**src/rtl/counter_seq_pkg.sv**
```systemverilog
// Shared types for the counter sequencer: FSM state encoding and the
// result codes reported on status_o.
package counter_seq_pkg;

    typedef enum logic [1:0] {
        ST_IDLE = 2'd0,
        ST_LOAD = 2'd1,
        ST_RUN  = 2'd2,
        ST_DONE = 2'd3
    } seq_state_e;

    localparam logic [1:0] STATUS_OK      = 2'b00;
    localparam logic [1:0] STATUS_TIMEOUT = 2'b01;
    localparam logic [1:0] STATUS_JUMP    = 2'b10;

endpackage

```
**src/rtl/count_step_detector.sv**
```systemverilog
// Watches a counter output against a registered previous value.
// Ports: clock_i/reset_i (async high), sample_i (capture count_i),
//   advance_i (track count_i on a legal step), count_i (observed count),
//   step_o (count_i == prev+1, wrapping), jump_o (any other change).
module count_step_detector
    import counter_seq_pkg::*;
#(
    parameter int WIDTH = 8
) (
    input  logic             clock_i,
    input  logic             reset_i,
    input  logic             sample_i,
    input  logic             advance_i,
    input  logic [WIDTH-1:0] count_i,
    output logic             step_o,
    output logic             jump_o
);

    logic [WIDTH-1:0] prev_q;

    always_ff @(posedge clock_i or posedge reset_i) begin
        if (reset_i) begin
            prev_q <= '0;
        end else if (sample_i || (advance_i && step_o)) begin
            prev_q <= count_i;
        end
    end

    // Wrap from all-ones to zero is a legal single step.
    assign step_o = (count_i == prev_q + WIDTH'(1));
    assign jump_o = !step_o && (count_i != prev_q);

endmodule

```
**src/rtl/counter_sequencer.sv**
```systemverilog
// Command-driven initiator for a prescaled counter: preloads the
// prescaler phase, runs until N increments are seen, reports result.
// Ports: clock_i/reset_i (async high); cmd_valid_i/cmd_ready_o with
//   cmd_load_i, cmd_steps_i; counter drives enable_o, write_o, c_val_o;
//   count_i from the counter; busy_o, done_o, status_o, steps_seen_o.
module counter_sequencer
    import counter_seq_pkg::*;
#(
    parameter int WIDTH          = 8,
    parameter int TIMEOUT_CYCLES = 1024
) (
    input  logic             clock_i,
    input  logic             reset_i,
    input  logic             cmd_valid_i,
    output logic             cmd_ready_o,
    input  logic [WIDTH-1:0] cmd_load_i,
    input  logic [WIDTH-1:0] cmd_steps_i,
    output logic             enable_o,
    output logic             write_o,
    output logic [WIDTH-1:0] c_val_o,
    input  logic [WIDTH-1:0] count_i,
    output logic             busy_o,
    output logic             done_o,
    output logic [1:0]       status_o,
    output logic [WIDTH-1:0] steps_seen_o
);

    localparam int TW = (TIMEOUT_CYCLES > 2) ?
                        $clog2(TIMEOUT_CYCLES) : 1;
    localparam logic [TW-1:0] TMO_LAST = TW'(TIMEOUT_CYCLES - 1);

    seq_state_e       state_q, state_d;
    logic [WIDTH-1:0] load_q, load_d;
    logic [WIDTH-1:0] steps_q, steps_d;
    logic [WIDTH-1:0] seen_q, seen_d;
    logic [1:0]       status_q, status_d;
    logic [TW-1:0]    tmo_q, tmo_d;
    logic             sample;
    logic             advance;
    logic             step;
    logic             jump;

    count_step_detector #(
        .WIDTH (WIDTH)
    ) u_det (
        .clock_i   (clock_i),
        .reset_i   (reset_i),
        .sample_i  (sample),
        .advance_i (advance),
        .count_i   (count_i),
        .step_o    (step),
        .jump_o    (jump)
    );

    always_ff @(posedge clock_i or posedge reset_i) begin
        if (reset_i) begin
            state_q  <= ST_IDLE;
            load_q   <= '0;
            steps_q  <= '0;
            seen_q   <= '0;
            status_q <= STATUS_OK;
            tmo_q    <= '0;
        end else begin
            state_q  <= state_d;
            load_q   <= load_d;
            steps_q  <= steps_d;
            seen_q   <= seen_d;
            status_q <= status_d;
            tmo_q    <= tmo_d;
        end
    end

    always_comb begin
        state_d  = state_q;
        load_d   = load_q;
        steps_d  = steps_q;
        seen_d   = seen_q;
        status_d = status_q;
        tmo_d    = tmo_q;
        sample   = 1'b0;
        advance  = 1'b0;
        unique case (state_q)
            ST_IDLE: begin
                if (cmd_valid_i && cmd_ready_o) begin
                    load_d   = cmd_load_i;
                    steps_d  = cmd_steps_i;
                    sample   = 1'b1;
                    seen_d   = '0;
                    status_d = STATUS_OK;
                    tmo_d    = '0;
                    state_d  = ST_LOAD;
                end
            end
            ST_LOAD: begin
                state_d = (steps_q != '0) ? ST_RUN : ST_DONE;
            end
            ST_RUN: begin
                advance = 1'b1;
                if (jump) begin
                    status_d = STATUS_JUMP;
                    state_d  = ST_DONE;
                end else if (step) begin
                    // A step clears the idle count, so it beats a timeout.
                    seen_d = seen_q + WIDTH'(1);
                    tmo_d  = '0;
                    if (seen_d == steps_q) begin
                        state_d = ST_DONE;
                    end
                end else begin
                    if (tmo_q != TMO_LAST) begin
                        tmo_d = tmo_q + TW'(1);
                    end
                    if (tmo_d == TMO_LAST) begin
                        status_d = STATUS_TIMEOUT;
                        state_d  = ST_DONE;
                    end
                end
            end
            ST_DONE: begin
                state_d = ST_IDLE;
            end
            default: begin
                state_d = ST_IDLE;
            end
        endcase
    end

    assign cmd_ready_o  = (state_q == ST_IDLE) && !reset_i;
    assign enable_o     = (state_q == ST_LOAD) || (state_q == ST_RUN);
    assign write_o      = (state_q == ST_LOAD);
    assign c_val_o      = enable_o ? load_q : '0;
    assign busy_o       = (state_q != ST_IDLE);
    assign done_o       = (state_q == ST_DONE);
    assign status_o     = status_q;
    assign steps_seen_o = seen_q;

endmodule

```
**config.mk**
```make
export PLATFORM = sky130hd
export DESIGN_NAME = counter_sequencer
export DESIGN_NICKNAME = d
export VERILOG_FILES = /design/src/rtl/counter_seq_pkg.sv /design/src/rtl/count_step_detector.sv /design/src/rtl/counter_sequencer.sv
export SDC_FILE = /design/constraint.sdc
export NUM_CORES = 1
export LEC_CHECK = 0
export BUFFER_PORTS_ARGS = -buffer_cell sky130_fd_sc_hd__buf_2
export CAP_MARGIN = 0
export CORE_UTILIZATION = 57
export CTS_CLUSTER_DIAMETER = 50
export DETAILED_ROUTE_END_ITERATION = 10
export GPL_TIMING_DRIVEN = 0
export HOLD_SLACK_MARGIN = 0.06
export PLACE_DENSITY = 0.93
export SYNTH_ARGS = -nofsm -noshare
export SYNTH_HDL_FRONTEND = slang
export SYNTH_SLANG_ARGS = --single-unit
```
**constraint.sdc**
```tcl
create_clock -name clock_i -period 2.9 [get_ports clock_i]
set_clock_uncertainty 0.15 [all_clocks]
set_input_delay 0.29 -clock clock_i [delete_from_list [all_inputs] [get_ports clock_i]]
set_output_delay 0.29 -clock clock_i [all_outputs]
set_load 0.01 [all_outputs]
```
# Word-level counts from Yosys, hierarchy flattened
# Index checks and enable logic that the tools add are counted.
dict set report classes {
  n_addsub 3
  n_eq_ne 15
  muxes 28
  reduce_logical 17
}
# cell n
set op_table {}
lappend op_table {{$mux W10} 7}
lappend op_table {{$mux W8} 4}
lappend op_table {{$pmux W10 S2} 1}
lappend op_table {{$mux W2} 9}
lappend op_table {{$add A8 B1 Y8 const B} 2}
lappend op_table {{$eq A8 B8 Y1} 2}
lappend op_table {{$pmux W8 S2} 1}
lappend op_table {{$add A10 B1 Y10 const B} 1}
lappend op_table {{$eq A10 B10 Y1 const B} 1}
lappend op_table {{$ne A10 B10 Y1 const B} 1}
lappend op_table {{$ne A8 B8 Y1} 1}
lappend op_table {{$pmux W2 S4} 1}
lappend op_table {{$reduce_and A4 Y1} 2}
lappend op_table {{$reduce_bool A8 Y1} 1}
lappend op_table {{$ne A3 B3 Y1 const B} 2}
lappend op_table {{$reduce_and A3 Y1} 2}
lappend op_table {{$eq A2 B2 Y1 const B} 2}
lappend op_table {{$logic_and A1 B1 Y1} 4}
lappend op_table {{$mux W1} 4}
lappend op_table {{$ne A2 B2 Y1 const B} 2}
lappend op_table {{$ne A4 B3 Y1 const B} 1}
lappend op_table {{$ne A4 B4 Y1 const B} 1}
lappend op_table {{$pmux W2 S2} 1}
lappend op_table {{$reduce_bool A2 Y1} 2}
lappend op_table {{other kinds (6)} 8}
dict set report word_totals {
  regBits 46
  input_bits 27
  output_inout_bits 23
  wordCells 70
}

# Longest topological paths before layout
# Gate-level depths: netlist of the first run.
dict set report depth {
  ltp_word 11
  ltp_mapped 11
  mapped_depth_nobuf 9
}

# Hierarchy
# From an unflattened synthesis of the first run, not the netlist that was laid out.
dict set report hier_totals {
  cells_unflattened 317
  hier_area_um2 3014.1
}
# module n_inst cells_per_inst area_each_um2 seq_area_each_um2
set modules_own_cells {}
lappend modules_own_cells {counter_sequencer 1 262 2432.3 950.9}
lappend modules_own_cells {count_step_detector 1 55 581.8 200.2}

# Worst setup path before layout of the first run
# No wires, ideal clock.
dict set report synth_timing {
  path_type {reg2reg}
  start {register u_det.prev_q[1]}
  end {register state_q[1]}
  setup_ns 0.127
  arrival_ns 2.180
  t_required_ns 2.623
  path_slack_ns 0.443
  path_stages_with_launch 9
  n_path_buf 0
  synth_period_minus_slack_ns 2.457
  path_cell_list {dfrtp_1 -> ha_1 -> nand3_2 -> or3_4 -> a211oi_4 -> nand4_4 -> a31o_2 -> nand3_2 -> mux2_1}
}
dict set report synth_via {
  elab_chain_len 6
  elab_cells_between_ends 11
  classes_between {1 x add/sub; 4 x eq/ne; 3 x mux; 3 x reduce/logical}
}
# item line
set synth_lines {}
lappend synth_lines {{from (decl)} count_step_detector.sv:19} ;# logic [WIDTH-1:0] prev_q;
lappend synth_lines {{from (signal assigned)} count_step_detector.sv:25} ;# prev_q <= count_i;
lappend synth_lines {{$add A8 B1 Y8} count_step_detector.sv:30} ;# assign step_o = (count_i == prev_q + WIDTH'(1));
lappend synth_lines {{$eq A8 B8 Y1} count_step_detector.sv:30}
lappend synth_lines {{$logic_not A1 Y1} count_step_detector.sv:31} ;# assign jump_o = !step_o && (count_i != prev_q);
lappend synth_lines {{$logic_and A1 B1 Y1} count_step_detector.sv:31}
lappend synth_lines {{$ne A4 B3 Y1 (no line), or another cell as far along} n/a}
lappend synth_lines {{$reduce_and A3 Y1 (no line) / $pmux W2 S4 (equally long branches)} n/a}
lappend synth_lines {{to (signal assigned)} counter_sequencer.sv:64} ;# state_q <= state_d;
lappend synth_lines {{to (decl)} counter_sequencer.sv:32} ;# seq_state_e state_q, state_d;
# Parallel ways exist; a longest one is shown, timed or not.
# A chain may end at the register's enable or synchronous reset.

# Final worst setup path of the first run
# Ends and elaborated chain as after synthesis.

==> qor_table.md, run 1 <==
| Step | Parameter | This run |
|:---|:---|:---|
| final layout | Final Net Count | 402 |
| die | Placeable core region | 4848 um^2 |
| power and ir drop | Peak supply drop | 0.0006146 V |
| yosys | Number of synthesis warnings | 0 |
| route | Iteration-0 DRC Markers | 357 |
| final layout | Most frequent standard cell in the layout excluding fill and tap cells | sky130_fd_sc_hd__buf_2 |
| die | Overall die height | 73.98 um |
| clocking | Number of clock sinks | 46 |
| final layout | Finished Layout Cells | 435 |
| placed design | Half-perimeter wire length after placement | 4919 um |
| critical path | Kind of cell with the highest combined delay on the critical path | simple AND/OR/NAND/NOR gates |
| placed design | Total instance count after detailed placement | 425 |
| timing | Slew at the pin closest to its max-slew limit | 0.5034 ns |
| placed design | Number of I/O port buffers | 49 |
| clocking | Clock transition at the register clock pins on the worst setup and hold paths after CTS | 0.09 ns |
| yosys | Netlist area before placement | 2953 um^2 |
| die | Die X | 73.98 um |
| flow run | MaxCap Viol Count | 0 |
| yosys | Number of synthesized register bits | 46 |
| clocking | Master cell of the clock root buffer | sky130_fd_sc_hd__clkbuf_8 |
| yosys | Total nets after synthesis | 343 |
| timing | Total negative setup slack | 0 ns |
| timing | Final setup violation count | 0 |
| critical path | Stage delay of the slowest cell on the critical path | 0.47 ns |
| power and ir drop | Logic gate share of total power | 46.9% |
| global routing | Remaining Overflow, GRT | 0 |
| power and ir drop | Power density over the cells | 777.7 nW/um^2 |
| die | Number of placement rows | 25 |
| power and ir drop | Internal portion of total power | 1.590 mW |
| power and ir drop | PnR Total Power | 2.659 mW |
| critical path | Element type at the critical path end | flip-flop |
| final layout | Commonest cells after routing, fill and taps aside | 57 x sky130_fd_sc_hd__buf_2, 46 x sky130_fd_sc_hd__dfrtp_1, 25 x sky130_fd_sc_hd__nand2_1, 25 x sky130_fd_sc_hd__mux2_2, 22 x sky130_fd_sc_hd__nand3_1 |
| clocking | Number of levels in the clock H-tree | 2 |
| die | Total die area | 5472 um^2 |
| final layout | FF/Latch Area | 1151 um^2 |
| die | Initial core utilization | 60.90% |
| timing | Upper clock frequency limit | 366.0 MHz |
| clocking | Clock tree from TritonCTS | done |
| critical path | Data required time of the worst path | 2.93 ns |
| yosys | Number of enable-type register cells in the synthesized netlist | 0 |
| global routing | Global-route wire length before repair | 10980 um |
| critical path | CP max stage cell | sky130_fd_sc_hd__dfrtp_1 |
| power and ir drop | Switching Power | 1.069 mW |
| global routing | Initial antenna violation count | 0 |
| power and ir drop | Lkg Pwr | 1.561 nW |
| clocking | Number of buffers on the longest clock path | 2 |
| timing | Smallest setup slack after layout | 0.1674 ns |
| critical path | Maximum fanout count along the critical path | 6 |
| critical path | Data arrival time of the critical path | 2.76 ns |
| final layout | Post-synthesis to final-layout area growth | 15.76% |
| timing | Remaining max-slew budget at the tightest pin | 66.44% |
| die | I/O pins | 50 |
| timing | Final clock period utilization by the worst path | 94.23% |
| yosys | Sequential share of the synthesized area | 38.98% |
| yosys | Async set-or-reset flop fraction in the synthesized netlist | 100.0% |
| route | Antenna-violating nets left | 0 |
| route | Number of detailed-routing iterations run before antenna repair | 5 |
| final layout | Area used by multi-input combinational logic | 1685 um^2 |
| yosys | Mean cell area of the mapped netlist | 9.587 um^2 |
| global routing | Maximum number of pins on one net before global-route repair | 41 |
| power and ir drop | Clock share of power | 15.0% |
| clocking | Later-pin clock latency in the skew report | 0.30 ns |
| outcome | Result of the run | finished, final reports clean |
| power and ir drop | Net switching fraction of the power | 40.20% |
| critical path | Crit-path cells | ha_1, nand3_2, or3_4, a211oi_4, nand4_4, a31o_2, nand3_2, mux2_1 |
| critical path | Kind of critical path | reg2reg |
| timing | Min Tclk post-route | 2.733 ns |
| placed design | RD Place Congestion | 0.9173 |
| route | DRC viols | 0 |
| critical path | Register-to-Register Setup Slack | 0.17 ns |
| power and ir drop | Sequential share of power | 38.1% |
| critical path | CP bufs+invs | 0 |
| timing | Number of pins exceeding their max-slew limit in the final report | 0 |
| yosys | Main synth FF type | sky130_fd_sc_hd__dfrtp_1 |
| timing | Number of endpoints with negative hold slack in the final report | 0 |
| route | Routed wire length | 6638 um |
| route | Avg Vias per Cell | 5.853 |
| final layout | Fraction of final layout cells with drive strength greater than 1 | 30.43% |
| placed design | Post-placement setup slack | 0.1130 ns |
| timing | Unrepaired setup endpoints after global routing | no |
| critical path | Worst path most repeated cell | sky130_fd_sc_hd__nand3_2 |
| final layout | Antenna Cells | 0 |
| final layout | Fill cell instance count of the final layout | 365 |
| clocking | CTS buffer count | 5 |
| yosys | Synth cell types | 57 |
| yosys | Post-Syn Instances | 308 |
| hold path | Type of the worst min-delay path | in2reg |
| global routing | Number of global-route vias before repair | 2432 |
| route | Routed length per placed instance | 15.26 um |
| global routing | Overall track demand over capacity in global routing | 26.38% |
| critical path | Startpoint types | flip-flop |
| route | Via total after detailed routing | 2546 |
==> cell type report <==
class                           count  share of cell area, %
Tap cell                           67                  2.452
Multi-Input combinational cell    235                  49.30
Buffer                             16                  2.379
Clock inverter                      3                 0.6223
Inverter                           11                  1.208
Clock buffer                        5                  2.013
Sequential cell                    46                  33.67
Timing Repair Buffer               52                  8.346
==> power by group through the flow <==
| stage | sequential [mW] | clock (mW) | combinational (mW) |
|---|---|---|---|
| 2_1_floorplan | 0.970 | 0 | 0.912 |
| 3_3_place_gp | 0.999 | 0 | 1.15 |
| 3_5_place_dp | 1.02 | 0 | 1.22 |
| 4_1_cts | 1.01 | 0.404 | 1.24 |
| 5_1_grt | 1.04 | 0.428 | 1.37 |
| 6_report | 1.01 | 0.398 | 1.25 |
==> stage by stage <==
stage          util (%)  hold WS [ns]  instance area, um^2
3_5_place_dp      68.10       0.05942                 3302
2_1_floorplan         -        0.2906                 2953
5_1_grt           70.50       0.06509                 3418
6_report          70.50       0.07083                 3418
3_3_place_gp      67.69        0.3099                 3282
4_1_cts           70.17       0.06420                 3402
==> registers in the layout, summed over array words and instances (netlist names) <==
register,flops
load_q,8
steps_q,8
tmo_q,10
state_q,2
status_o,2
u_det.prev_q,8
steps_seen_o,8
==> kinds of logic (layout without fill, tap and decap cells) <==
logic type / after synthesis / count (layout) / synth area share (%)
buffers and inverters: 27 / 87 / 4.153
and+or+nand+nor: 113 / 113 / 21.02
xor gates and xnor gates: 19 / 19 / 5.636
DFF: 46 / 46 / 38.98
adders and majority gates: 9 / 9 / 3.729
AOI/OAI and AO/OA: 64 / 64 / 15.21
muxes: 30 / 30 / 11.27
==> final timing paths <==
check / from / to / cells past startpoint
setup / recovery: u_det.prev_q[1] / state_q[1] / 8
hold / removal: cmd_steps_i[1] / steps_q[1] / 2
setup reg to reg: u_det.prev_q[1] / state_q[1] / 8
hold reg to reg: status_o[1] / status_o[1] / 1
max in group asynchronous: reset_i / status_o[0] / 4
min in group asynchronous: reset_i / tmo_q[8] / 3
==> metal layers <==
metal | vias to the layer above | GRT usage (%) | routed length, um
li1 | 1224 | - | -
met2 | 95 | 45.86 | 3400
met4 | 0 | 10.04 | 119
met1 | 1215 | 32.34 | 2805
met3 | 12 | 5.285 | 313
met5 | - | 0 | 0
==> what timing repair did <==
item,in CTS,in global routing
buffers inserted,0,0
gates resized for setup,0,2
hold buffers,1,1
hold endpoints to repair,46,1
endpoints found under the setup margin,0,2
==> synthesized netlist by cell type, drive strengths merged (7+ instances only) <==
master	count	share of area [%]
mux2	26	9.9
nand3	25	4.7
buf	11	2.1
xnor2	14	4.2
o21ai	16	2.8
dfrtp	46	39
a21oi	18	3.4
ha	8	3.4
nor2	14	1.8
and2	9	1.9
inv	11	1.4
nand4	7	2.0
nand2	26	3.4
nor3	8	1.5
No activity file was read; power rests on OpenSTA's default activity.
==> run 2: changes to the inputs <==
--- a/config.mk
+++ b/config.mk
@@ -5,6 +5,7 @@
 export SDC_FILE = /design/constraint.sdc
 export NUM_CORES = 1
 export LEC_CHECK = 0
+export ABC_AREA = 1
 export BUFFER_PORTS_ARGS = -buffer_cell sky130_fd_sc_hd__buf_2
 export CAP_MARGIN = 0
 export CORE_UTILIZATION = 57
==> run 2 against run 1 <==
Cell area grew 3.5%. Synthesized cell count grew 44%. Setup slack gained 0.33 ns. Sequential share of layout area shrank 1.1 points. Worst hold slack lost 0.0081 ns. Global-route usage grew 2.1 points. Die area is the same. Synthesized area is the same. Cell count grew 34%. Combinational power shrank 3%. Critical path depth grew 2. Clock power grew 9.5%. Critical path type unchanged. Critical endpoint is now tmo_q[2].
==> qor_table.md, run 2 <==
| Step | Parameter | This run |
|:---|:---|:---|
| timing | Remaining max-slew budget at the tightest pin | 67.26% |
| die | Die X | 73.98 um |
| critical path | CP bufs+invs | 3 |
| route | Routed wire length | 7330 um |
| final layout | Post-synthesis to final-layout area growth | 19.79% |
| yosys | Synth cell types | 25 |
| die | Placeable core region | 4848 um^2 |
| route | Routed length per placed instance | 12.57 um |
| die | I/O pins | 50 |
| die | Total die area | 5472 um^2 |
| critical path | Data arrival time of the critical path | 2.50 ns |
| yosys | Netlist area before placement | 2953 um^2 |
| die | Initial core utilization | 60.90% |
| die | Overall die height | 73.98 um |
| critical path | Stage delay of the slowest cell on the critical path | 0.45 ns |
| placed design | RD Place Congestion | 0.8869 |
| route | Via total after detailed routing | 3090 |
| critical path | R2R depth | 10 |
| yosys | Synth top cells by count | 203 x sky130_fd_sc_hd__nand2_1, 58 x sky130_fd_sc_hd__inv_1, 46 x sky130_fd_sc_hd__dfrtp_1, 30 x sky130_fd_sc_hd__nand3_1, 27 x sky130_fd_sc_hd__nor2_1 |
| clocking | Clock transition at the register clock pins on the worst setup and hold paths after CTS | 0.10 ns |
| route | DRC viols | 0 |
| clocking | Number of buffers on the longest clock path | 2 |
| hold path | Type of the worst min-delay path | in2reg |
| yosys | Async set-or-reset flop fraction in the synthesized netlist | 100.0% |
| power and ir drop | Lkg Pwr | 1.968 nW |
| yosys | Most frequent cell after synthesis | sky130_fd_sc_hd__nand2_1 |
| timing | Slew at the pin closest to its max-slew limit | 0.4878 ns |
| flow run | MaxCap Viol Count | 0 |
| route | Antenna-violating nets left | 0 |
| timing | Min Tclk post-route | 2.403 ns |
| critical path | Startpoint types | flip-flop |
| timing | Final clock period utilization by the worst path | 82.86% |
| yosys | Post-Syn Instances | 444 |
| critical path | Kind of critical path | reg2reg |
| placed design | Half-perimeter wire length after placement | 5018 um |
| yosys | Area contributors post-synth | sky130_fd_sc_hd__dfrtp_1 39%, sky130_fd_sc_hd__nand2_1 26%, sky130_fd_sc_hd__inv_1 7.4% |
| global routing | Remaining Overflow, GRT | 0 |
| critical path | Maximum fanout count along the critical path | 8 |
| clocking | Clock tree from TritonCTS | done |
| global routing | Global-route wire length before repair | 11980 um |
| timing | Final setup violation count | 0 |
| clocking | Number of clock sinks | 46 |
| final layout | Antenna Cells | 0 |
| yosys | Number of enable-type register cells in the synthesized netlist | 0 |
| yosys | Main synth FF type | sky130_fd_sc_hd__dfrtp_1 |
| power and ir drop | PnR Total Power | 2.643 mW |
| yosys | Number of synthesis warnings | 0 |
| yosys | Number of synthesized register bits | 46 |
| timing | Number of pins exceeding their max-slew limit in the final report | 0 |
| yosys | Top cell type's share of synthesized area | 38.98% |
| outcome | Result of the run | finished, final reports clean |
| timing | Total negative setup slack | 0 ns |
| clocking | PostCTS Resize Cnt | 0 |
| timing | Unrepaired setup endpoints after global routing | no |
| yosys | Sequential share of the synthesized area | 38.98% |
| critical path | Worst path most repeated cell | sky130_fd_sc_hd__nand2_1 |
| yosys | Total nets after synthesis | 479 |
| timing | Number of endpoints with negative hold slack in the final report | 0 |
| route | Avg Vias per Cell | 5.300 |
| critical path | Kind of cell with the highest combined delay on the critical path | simple AND/OR/NAND/NOR gates |
| timing | Upper clock frequency limit | 416.2 MHz |
| final layout | Max FFs per register | 10 |
| global routing | Initial antenna violation count | 0 |
| clocking | CTS buffer count | 5 |
| critical path | Crit-path cells | inv_1, ha_1, inv_1, nor2_1, nand2_1, o21ai_1, nand2_1, inv_1, nand2_1, nand2_1 |
| final layout | Fraction of final layout cells with drive strength greater than 1 | 14.73% |
| critical path | Data required time of the worst path | 2.99 ns |
| final layout | Register ranked first by flip-flop count | tmo_q |
| route | Iteration-0 DRC Markers | 251 |
| clocking | Master cell of the clock root buffer | sky130_fd_sc_hd__clkbuf_8 |
| die | Number of placement rows | 25 |
| power and ir drop | Peak supply drop | 0.0006857 V |
| final layout | Fill cell instance count of the final layout | 349 |
| final layout | Most frequent standard cell in the layout excluding fill and tap cells | sky130_fd_sc_hd__nand2_1 |
| final layout | Commonest cells after routing, fill and taps aside | 203 x sky130_fd_sc_hd__nand2_1, 57 x sky130_fd_sc_hd__inv_1, 49 x sky130_fd_sc_hd__buf_2 |
| route | Number of detailed-routing iterations run before antenna repair | 5 |
| critical path | Number of stages on the worst setup path | 10 |
| global routing | Overall track demand over capacity in global routing | 28.49% |
| critical path | Element type at the critical path end | flip-flop |
| final layout | Final Net Count | 550 |
| clocking | Number of levels in the clock H-tree | 2 |
| placed design | Number of I/O port buffers | 49 |
| yosys | Largest area contributor in the synthesized netlist | sky130_fd_sc_hd__dfrtp_1 |
| global routing | Number of global-route vias before repair | 2767 |
| critical path | CP max stage cell | sky130_fd_sc_hd__dfrtp_1 |
| global routing | Maximum number of pins on one net before global-route repair | 43 |
| clocking | Later-pin clock latency in the skew report | 0.31 ns |
| hold path | Hold-critical path depth | 3 |
| yosys | Mean cell area of the mapped netlist | 6.651 um^2 |
| power and ir drop | Power density over the cells | 747.3 nW/um^2 |
==> run 2: path summary, 6_finish.rpt <==
check	end	slack [ns]	from
worst max-delay path	tmo_q[2]	0.50	state_q[0]
worst min-delay path	steps_q[3]	0.06	cmd_steps_i[3]
worst max register to register	tmo_q[2]	0.50	state_q[0]
worst min register to register	load_q[0]	0.34	load_q[0]
max in group asynchronous	tmo_q[2]	1.90	reset_i
min in group asynchronous	u_det.prev_q[5]	0.27	reset_i
==> run 2: final cells by class <==
type                       instances  area [um^2]  share of cell area, %
timing repair buffer              64        405.4                  11.46
multi-input combinational        334         1554                  43.93
tap                               67        83.83                  2.370
sequential                        46         1151                  32.54
clock inverter                     2        12.51                 0.3537
inverter                          58        217.7                  6.155
buffer                             6        30.03                 0.8490
clock buffer                       6        82.58                  2.335
==> run 2: kinds of logic (layout without fill, tap and decap cells) <==
| logic type | count (synthesis) | in the layout | synth area share (%) |
|---|---|---|---|
| simple gates | 283 | 283 | 39.75 |
| compound gates | 34 | 34 | 6.822 |
| xor+xnor | 9 | 9 | 2.669 |
| fa+ha+maj | 8 | 8 | 3.390 |
| buf+inv | 64 | 136 | 8.390 |
| flops | 46 | 46 | 38.98 |
==> run 2: what timing repair did <==
action                                 in CTS  in global routing
hold buffers                               14                  0
endpoints found under the hold margin      59                  0
setup buffers                               0                  0
==> run 2: stage by stage <==
step           hold WS (ns)  area [um^2]  util [%]  setup WS, ns  cells
5_1_grt             0.06962         3537     72.95        0.2131    583
3_5_place_dp        0.03925         3302     68.10        0.5683    561
3_3_place_gp         0.3126         3282     67.69        0.6331    560
4_1_cts             0.06596         3537     72.95        0.5417    583
2_1_floorplan        0.2488         2953         -        0.7819    444
6_report            0.06274         3537     72.95        0.4971    583
==> run 2: worst reg2reg max path, cell delays in order (launching register included) <==
cell	delay, ns
sky130_fd_sc_hd__dfrtp_1	0.45
sky130_fd_sc_hd__inv_1	0.18
sky130_fd_sc_hd__ha_1	0.22
sky130_fd_sc_hd__inv_1	0.08
sky130_fd_sc_hd__nor2_1	0.11
sky130_fd_sc_hd__nand2_1	0.21
sky130_fd_sc_hd__o21ai_1	0.35
sky130_fd_sc_hd__nand2_1	0.17
sky130_fd_sc_hd__inv_1	0.24
sky130_fd_sc_hd__nand2_1	0.10
sky130_fd_sc_hd__nand2_1	0.07
==> run 2: layer usage <==
metal	track usage, %	up-vias	share of wire (%)
met5	0	-	0
met4	10.26	0	2.3
met1	35.16	1448	42
met2	50.00	108	52
met3	5.149	20	4.3
li1	-	1514	-
==> run 2: report_power, final <==
| group | switching (mW) | internal (mW) |
|---|---|---|
| logic | 0.768 | 0.441 |
| clock network | 0.243 | 0.192 |
| registers | 0.170 | 0.829 |
==> run 3: changes to the inputs <==
--- a/config.mk
+++ b/config.mk
@@ -8,12 +8,12 @@
 export ABC_AREA = 1
 export BUFFER_PORTS_ARGS = -buffer_cell sky130_fd_sc_hd__buf_2
 export CAP_MARGIN = 0
-export CORE_UTILIZATION = 57
+export CORE_UTILIZATION = 51
 export CTS_CLUSTER_DIAMETER = 50
 export DETAILED_ROUTE_END_ITERATION = 10
 export GPL_TIMING_DRIVEN = 0
 export HOLD_SLACK_MARGIN = 0.06
-export PLACE_DENSITY = 0.93
+export PLACE_DENSITY = 0.88
 export SYNTH_ARGS = -nofsm -noshare
 export SYNTH_HDL_FRONTEND = slang
 export SYNTH_SLANG_ARGS = --single-unit
==> constraint.sdc (replaced) <==
create_clock -name clock_i -period 1.95 [get_ports clock_i]
set_clock_uncertainty 0.15 [all_clocks]
set_input_delay 0.195 -clock clock_i [delete_from_list [all_inputs] [get_ports clock_i]]
set_output_delay 0.195 -clock clock_i [all_outputs]
set_load 0.01 [all_outputs]
==> run 3 against run 2 <==
The run now ends with setup timing left. Clock-buffer cell count unchanged. Fmax up 11%. Utilization up 0.62 points. Sequential cell count unchanged. Largest cell class unchanged.
==> qor_table.md, run 3 (same netlist as run 2, synthesis figures left out) <==
| Step | Parameter | This run |
|:---|:---|:---|
| global routing | Initial antenna violation count | 0 |
| timing | Number of endpoints with negative hold slack in the final report | 0 |
| die | Number of placement rows | 27 |
| placed design | Post-placement setup slack | -0.1925 ns |
| critical path | Startpoint types | flip-flop |
| hold path | Type of the worst min-delay path | in2reg |
| global routing | Maximum number of pins on one net before global-route repair | 41 |
| route | Avg Vias per Cell | 5.369 |
| power and ir drop | Peak supply drop | 0.0007863 V |
| route | DRC viols | 0 |
| route | Top layer in use | met4 |
| critical path | CP max stage cell | sky130_fd_sc_hd__dfrtp_2 |
| timing | Slew at the pin closest to its max-slew limit | 0.4186 ns |
| timing | Unrepaired setup endpoints after global routing | yes |
| clocking | Clock tree from TritonCTS | done |
| die | Overall die height | 78.09 um |
| timing | Min Hold Slack | 0.08664 ns |
| flow run | MaxCap Viol Count | 0 |
| clocking | CTS buffer count | 5 |
| die | I/O pins | 50 |
| critical path | Crit-path cells | ha_1, xnor2_1, nand2_1, nor2_1, nand2_1, nor2_1, nand3_1, nand2_2, nand3_2, nand2_1, nand2_1 |
| placed design | RD Place Congestion | 0.8662 |
| timing | Remaining max-slew budget at the tightest pin | 72.09% |
| final layout | Register ranked first by flip-flop count | tmo_q |
| clocking | Number of levels in the clock H-tree | 2 |
| clocking | Clock transition at the register clock pins on the worst setup and hold paths after CTS | 0.09 ns |
| clocking | Master cell of the clock root buffer | sky130_fd_sc_hd__clkbuf_8 |
| clocking | Number of buffers on the longest clock path | 2 |
| route | M1 WL | 3308 um |
| final layout | Max FFs per register | 10 |
| final layout | FF/Latch Area | 1154 um^2 |
| critical path | Kind of critical path | reg2reg |
| power and ir drop | Power density over the cells | 1133 nW/um^2 |
| route | Iteration-0 DRC Markers | 284 |
| placed design | Standard cell area after detailed placement | 3317 um^2 |
| timing | Min Tclk post-route | 2.167 ns |
| route | Routed length on met3 | 528 um |
| timing | Smallest setup slack after layout | -0.2166 ns |
| critical path | Data arrival time of the critical path | 2.21 ns |
| clocking | Later-pin clock latency in the skew report | 0.31 ns |
| global routing | Global-route wire length before repair | 13110 um |
| final layout | Fraction of final layout cells with drive strength greater than 1 | 25.55% |
| critical path | Worst path most repeated cell | sky130_fd_sc_hd__nand2_1 |
| die | Placeable core region | 5540 um^2 |
| route | Met2 WL | 4335 um |
| final layout | Fill cell instance count of the final layout | 373 |
| die | Initial core utilization | 53.30% |
| critical path | Maximum fanout count along the critical path | 6 |
| final layout | Post-synthesis to final-layout area growth | 38.05% |
| clocking | Number of clock sinks | 46 |
| critical path | Stage delay of the slowest cell on the critical path | 0.46 ns |
| timing | Final setup violation count | 26 |
| final layout | Most frequent standard cell in the layout excluding fill and tap cells | sky130_fd_sc_hd__nand2_1 |
| route | Routed length per placed instance | 13.70 um |
| outcome | Result of the run | complete, but fails checks |
| global routing | Overall track demand over capacity in global routing | 27.29% |
| timing | Final clock period utilization by the worst path | 111.1% |
| route | Routed wire length | 8495 um |
| timing | Total negative setup slack | -2.423 ns |
| final layout | Post-layout instance area | 4076 um^2 |
| die | Total die area | 6098 um^2 |
| route | Via total after detailed routing | 3329 |
| die | Die X | 78.09 um |
| final layout | Final Net Count | 582 |
| final layout | Antenna Cells | 0 |
| global routing | Remaining Overflow, GRT | 0 |
| placed design | Number of I/O port buffers | 49 |
| final layout | Area used by multi-input combinational logic | 1767 um^2 |
| global routing | Number of global-route vias before repair | 3001 |
| placed design | Half-perimeter wire length after placement | 4877 um |
| route | Number of detailed-routing iterations run before antenna repair | 5 |
| timing | Number of pins exceeding their max-slew limit in the final report | 0 |
| timing | Upper clock frequency limit | 461.6 MHz |
| critical path | Data required time of the worst path | 1.99 ns |
| outcome | Failing checks | setup timing |
| critical path | Element type at the critical path end | flip-flop |
| power and ir drop | Lkg Pwr | 2.226 nW |
| route | Antenna-violating nets left | 0 |
| final layout | Commonest cells after routing, fill and taps aside | 188 x sky130_fd_sc_hd__nand2_1, 54 x sky130_fd_sc_hd__inv_1, 50 x sky130_fd_sc_hd__buf_2 |
## run 3: critical path, delay by kind of cell (launching register included)
family	cells	cell delay (ns)
xor+xnor	1	0.17
simple gates	9	0.92
fa+ha+maj	1	0.34
flops	1	0.46
## run 3: path summary, 6_finish.rpt
path	startpoint	to	slack, ns	cells past startpoint
min in group asynchronous	reset_i	load_q[5]	0.21	3
setup reg to reg	steps_seen_o[0]	state_q[1]	-0.22	11
setup / recovery	steps_seen_o[0]	state_q[1]	-0.22	11
hold / removal	cmd_valid_i	load_q[3]	0.09	4
max in group asynchronous	reset_i	steps_seen_o[0]	0.99	4
hold reg to reg	load_q[3]	load_q[3]	0.34	2
## run 3: power breakdown
part           switching (mW)  total [mW]  internal (mW)
Sequential              0.267        1.50           1.24
Combinational            1.33        2.23          0.901
Clock                   0.344       0.890          0.547
Total                    1.94        4.62           2.68
## run 3: layout make-up
type | instances | share of cell area (%)
Multi-Input combinational cell | 336 | 43.34
Sequential cell | 46 | 28.30
Timing Repair Buffer | 95 | 16.61
Inverter | 58 | 5.341
Tap cell | 72 | 2.210
Clock buffer | 6 | 2.026
Clock inverter | 2 | 1.473
Buffer | 5 | 0.7060
## run 3: routing by layer
metal	up-vias	GRT usage, %
met5	-	0
met4	0	10.56
met2	156	49.65
li1	1577	-
met1	1548	31.96
met3	48	4.419
## run 3: timing repair
item,in CTS,in global routing
hold buffers,25,0
pin swaps,17,14
gates cloned,2,1
endpoints found under the hold margin,70,0
buffers inserted,12,7
endpoints found under the setup margin,54,52
gates resized for setup,33,36
## run 3: stage by stage
step | power (mW) | cells | util, %
floorplan | 2.675 | 444 | -
global placement | 3.090 | 565 | 59.51
detailed placement | 3.179 | 566 | 59.87
CTS | 4.202 | 612 | 70.39
global route | 4.907 | 620 | 73.58
finish | 4.621 | 620 | 73.58
